===== config.mk =====
export PLATFORM = sky130hd
export DESIGN_NAME = word_split_64to32
export DESIGN_NICKNAME = d
export VERILOG_FILES = /design/src/rtl/word_split_64to32.sv
export SDC_FILE = /design/constraint.sdc
export NUM_CORES = 1
export LEC_CHECK = 0
export CAP_MARGIN = 40
export CORE_UTILIZATION = 25
export CTS_CLUSTER_SIZE = 10
export DETAILED_ROUTE_END_ITERATION = 10
export HOLD_SLACK_MARGIN = 0.03
export PLACE_DENSITY = 0.58
export SYNTH_ARGS = -nofsm -noshare
export SYNTH_HDL_FRONTEND = slang
export SYNTH_SLANG_ARGS = --single-unit

===== constraint.sdc =====
create_clock -name clk -period 2.69 [get_ports clk]
set_input_delay 0.807 -clock clk [delete_from_list [all_inputs] [get_ports clk]]
set_output_delay 0.807 -clock clk [all_outputs]
set_load 0.03 [all_outputs]

===== src/rtl/word_split_64to32.sv =====
// Width converter: buffers one IN_W-bit word and emits it as two OUT_W-bit halves,
// tagging the second half with out_last and counting every fully emitted word.
module word_split_64to32 #(
   parameter int IN_W      = 64,
   parameter int OUT_W     = 32,
   parameter int MSB_FIRST = 0,
   parameter int CNT_W     = 16
) (
   input  logic             clk,
   input  logic             rst,
   input  logic             in_valid,
   output logic             in_ready,
   input  logic [IN_W-1:0]  in_data,
   output logic             out_valid,
   input  logic             out_ready,
   output logic [OUT_W-1:0] out_data,
   output logic             out_last,
   output logic [CNT_W-1:0] words_done
);

   localparam logic [CNT_W-1:0] CNT_ONE = {{(CNT_W-1){1'b0}}, 1'b1};

   logic [IN_W-1:0]  r_hold;
   logic             r_full;
   logic             r_half;
   logic [CNT_W-1:0] r_words_done;

   logic             w_in_fire;
   logic             w_out_fire;
   logic             w_sel_hi;

   function automatic logic [OUT_W-1:0] pick_half(input logic [IN_W-1:0] word,
                                                  input logic            hi);
      return hi ? word[IN_W-1:OUT_W] : word[OUT_W-1:0];
   endfunction

   // A new word may only enter while the second half is leaving this very cycle,
   // so a single holding register still sustains one half per cycle.
   assign in_ready   = !rst && (!r_full || (r_half && out_ready));
   assign w_in_fire  = in_valid && in_ready;
   assign w_out_fire = r_full && out_ready;
   assign w_sel_hi   = r_half ^ (MSB_FIRST != 0);

   assign out_valid  = r_full;
   assign out_last   = r_full && r_half;
   assign out_data   = r_full ? pick_half(r_hold, w_sel_hi) : '0;
   assign words_done = r_words_done;

   always_ff @(posedge clk) begin
      if (rst) begin
         r_hold       <= '0;
         r_full       <= 1'b0;
         r_half       <= 1'b0;
         r_words_done <= '0;
      end else begin
         if (w_in_fire) begin
            r_hold <= in_data;
            r_full <= 1'b1;
            r_half <= 1'b0;
         end else if (w_out_fire) begin
            if (!r_half) begin
               r_half <= 1'b1;
            end else begin
               r_full <= 1'b0;
               r_half <= 1'b0;
            end
         end
         // The count follows the second-half handshake even when a new word loads.
         if (w_out_fire && r_half) begin
            r_words_done <= r_words_done + CNT_ONE;
         end
      end
   end

endmodule


; ---- Word level (Yosys, flattened, before mapping)
; Index checks and enable logic that the tools add are counted.
; Widths: inputs -> output; s select.
[totals]
word_cells = 24
register_bits = 82
out_inout_bits = 51
inputBits = 68
[op_classes]
addsub = 1
mux = 6
n_reduce_logical = 13
[op_table]
columns = operator, count
row1 = $mux 32, 2
row2 = $add 16x1->16 const B, 1
row3 = $logic_and 1x1->1, 6
row4 = $mux 1, 4
row5 = $reduce_bool 2->1, 2
row6 = $logic_not 1->1, 2
row7 = $reduce_and 2->1, 1
row8 = $reduce_or 2->1, 1
row9 = $logic_or 1x1->1, 1

; ---- Depth between registers and ports, before layout
[logic_depth]
ltp_word = 6
mapped_depth = 7
ltp_nobuf = 5

; ---- Least setup slack after synthesis
; No wires, ideal clock.
[synth_path]
path_type = input port to output port
startpoint = input rst
endpoint = output in_ready
path_buffers = 3
arrival_time_ns = 1.816
cell_stages = 4
t_required_ns = 1.883
slack_ns = 0.067
cell_sequence = clkbuf_1 > clkbuf_1 > clkbuf_1 > nor2_1
[synth_between]
elab_chain_cells = 2
[synth_rtl]
columns = element, line_no
row1 = start: declaration, 10  ; input logic rst,
row2 = $logic_not 1->1, 39  ; assign in_ready = !rst && (!r_full || (r_half && out_ready));
row3 = $logic_and 1x1->1, 39
row4 = end: declaration, 12  ; output logic in_ready,
; Every way passes these cells.

; ---- Worst setup path after layout
[layout_path]
startpoint = input out_ready
endpoint = output in_ready
[layout_between]
elab_chain_cells = 3
[layout_rtl]
columns = element, line_no
row1 = start: declaration, 15  ; input logic out_ready,
row2 = $logic_and 1x1->1, 39
row3 = $logic_or 1x1->1, 39
row4 = $logic_and 1x1->1, 39
; Every way passes these cells.

==> results.json <==
{
  "power_w": 0.00306,
  "critPathMaxFanout": 2,
  "seqPwrFrac_pct": 43.3,
  "swShare_pct": 23.6,
  "drive_gt1_share_pct": 13.3,
  "avgRoutedWirePerCell_um": 12.7,
  "arrival_ns": 1.71,
  "yosysSeqAreaShare_pct": 44.1,
  "maxUsedRoutingLayer": "met4",
  "avgSynthCellArea_um2": 8.39,
  "wirelength_mm": 9.47,
  "synth_cells": 444,
  "vias": 3263,
  "wl_met1_mm": 4.18,
  "hold_buffers": 0,
  "power_density_nw_per_um2": 563,
  "slowest_delay_ns": 0.42,
  "fmax_ghz": 0.398,
  "worstPathCellList": "clkdlybuf4s50_1 > a21boi_0 > nor2_1 > buf_4",
  "globalplace.congestion": 0.734,
  "final_max_slew_viol_count": 0,
  "tns_ns": 0,
  "yosys.area.top_type_share_pct": 44.1,
  "cts_tree": "yes",
  "relSlewSlack_pct": 74.0,
  "p_int_w": 0.00234,
  "ir_drop_mv": 0.325,
  "reg2reg_from": "out_valid",
  "ff2ff_path_depth": 5,
  "detail-route-antenna-nets": 0,
  "cp.required_ns": 1.88,
  "track_usage_pct": 12.8,
  "fp.coreArea_um2": 14500,
  "cts_buffers": 9,
  "die_y_um": 124,
  "wl_met2_mm": 4.59,
  "grt_pass1_vias": 3254,
  "synth_cell_types": 30,
  "insertion_delay_ns": 0.34,
  "setup_viol": 0,
  "fin_nets": 626,
  "route.met3.wl_um": 532,
  "hold_viol_final": 0,
  "start_util_pct": 25.6,
  "switching_power_w": 0.000720,
  "status": "completed",
  "yosys_register_bits": 82,
  "worstSetupStartpointType": "input pin",
  "cp_slowest_cell": "clkdlybuf4s50_1",
  "worstReg2RegEnd": "words_done[14]",
  "syn-num-nets": 513,
  "clock_tree.htree_level_count": 3,
  "cts_buffer_depth": 2,
  "numClockSinks": 82,
  "cp-startpoint": "out_ready",
  "clk_root_buffer_cell": "clkbuf_16",
  "firstDrtPassIters": 4,
  "grt_first_pass_wirelength_mm": 15.0,
  "synth_edf_count": 0,
  "finalClockSkew_ns": 0.00484,
  "syn_area_um2": 3730,
  "syn2layout_area_growth_pct": 45.7,
  "dpl.hpwl_mm": 6.47,
  "p_leak_nw": 1.94,
  "clk_pin_slew_ns": 0.06,
  "fp.dieW_um": 124,
  "cap_violations": 0,
  "p_comb_share_pct": 13.2,
  "hold_path.class": "reg -> reg",
  "rsz0062_at_grt": "false",
  "r2r_slack_ns": 0.91,
  "drcViolationCount": 0,
  "drt-initial-drc-count": 165,
  "die_area_um2": 15400,
  "synth_ff_type": "dfxtp_1",
  "viasPerCell": 4.37,
  "synthArstFlopShare_pct": 0,
  "synth_largest_area_cell": "dfxtp_1",
  "antenna_cells": 0,
  "criticalPathCategory": "in -> out",
  "crit_path_end_kind": "output port",
  "io_buffers": 118,
  "num_rows": 44,
  "grt-ovfl-total": 0,
  "cp-endpoint": "in_ready",
  "tightest_slew_ns": 0.390,
  "post_cts_buffers": 0,
  "yosys_warnings": 0,
  "cts_resized": 0,
  "fin_crit_ns": 2.51,
  "grt_max_degree": 51,
  "fin_crit_sh_pct": 93.4,
  "clkPwrFrac_pct": 43.6,
  "antenna_found_initial": 0,
  "ios": 119,
  "synth_area_leaders": "dfxtp_1 (44%), nand2b_1 (11%), mux2i_1 (9.1%), o21ai_0 (9.1%), nand2_1 (6.9%)"
}
## layout make-up
class                      instances  area [um2]
sequential                        82        1640
fill                            1508        9110
timing repair buffer             133        1280
multi-input combinational        328        1950
clock buffer                      11         243
inverter                           3        11.3
tap                              184         230
clock inverter                     5        77.6
## flip-flops by register name (all words and copies together), names as in the netlist
name and count:
r_hold 64, words_done 16, out_valid 1, r_half 1
## worst min-delay path by stage
| stage | from | to | cells after the start |
|---|---|---|---|
| floorplan | r_hold[0] | r_hold[0] | 2 |
| global route | r_hold[22] | r_hold[22] | 2 |
| CTS | r_hold[10] | r_hold[10] | 2 |
| detailed placement | r_hold[10] | r_hold[10] | 2 |
| finish | r_hold[10] | r_hold[10] | 2 |
| global placement | r_hold[21] | r_hold[21] | 2 |
## cell usage in the layout, fill, tap and decap left out, types with 2 or more instances in the layout
cell type / netlist / final
o21ai_0: 68 / 68
clkdlybuf4s50_1: 0 / 82
and3_1: 2 / 2
or3_1: 4 / 4
nor2_1: 17 / 17
inv_1: 3 / 3
a21oi_1: 5 / 5
nand3_1: 7 / 7
bufinv_16: 0 / 2
buf_12: 0 / 6
nor2b_1: 35 / 35
dfxtp_1: 82 / 81
clkbuf_16: 0 / 9
nor3_1: 2 / 2
clkinv_2: 0 / 2
mux2_2: 3 / 3
nand2b_1: 64 / 64
mux2i_1: 34 / 34
xor2_1: 4 / 4
nand2_1: 68 / 68
buf_4: 2 / 44
xnor2_1: 4 / 4
## layer usage
metal / up-vias / GRT usage (%)
li1: 1681 / -
met1: 1494 / 14.3
met3: 14 / 4.08
met2: 74 / 22.2
met4: 0 / 5.43
met5: - / 0
## critical path, delay by kind of cell
family	cells	cell delay (ns)
buf+inv	2	0.59
compound gates	1	0.24
simple gates	1	0.07
## per-stage QoR
step | cells | setup slack, ns | util (%) | hold slack [ns] | instance area (um2)
global placement | 730 | 0.137 | 35.1 | 0.459 | 5110
finish | 746 | 0.177 | 37.3 | 0.470 | 5430
detailed placement | 730 | 0.0866 | 35.1 | 0.462 | 5110
floorplan | 444 | 0.0673 | - | 0.449 | 3730
CTS | 746 | 0.155 | 37.3 | 0.475 | 5430
global route | 746 | 0.0463 | 37.3 | 0.494 | 5430
## cell usage after synthesis (4+ instances only)
library cell,n
xor2_1,4
mux2i_1,34
xnor2_1,4
nor2b_1,35
nand3_1,7
clkbuf_1,20
o21ai_0,68
nor2_1,17
buf_2,6
dfxtp_1,82
or3_1,4
nand2b_1,64
nand2_1,68
a21oi_1,5
## power by group through the flow
| stage | combinational (W) | clock (W) | sequential [W] |
|---|---|---|---|
| floorplan | 0.000211 | 0 | 0.00134 |
| global placement | 0.000405 | 0 | 0.00134 |
| detailed placement | 0.000408 | 0 | 0.00135 |
| CTS | 0.000410 | 0.00138 | 0.00132 |
| global route | 0.000442 | 0.00142 | 0.00133 |
| finish | 0.000402 | 0.00133 | 0.00132 |
## kinds of logic (layout without fill, tap and decap cells)
group,count (synthesis),count (layout),share of synthesized area (%)
buffers and inverters,34,152,3.83
flip-flops,82,82,44.1
AND/OR/NAND/NOR,208,208,29.9
multiplexers,37,37,10.0
adder cells (fa/ha/maj),1,1,0.336
AO/OA/AOI/OAI,74,74,10.0
XOR/XNOR,8,8,1.88
Note: power is estimated with default switching activity, not from simulation.
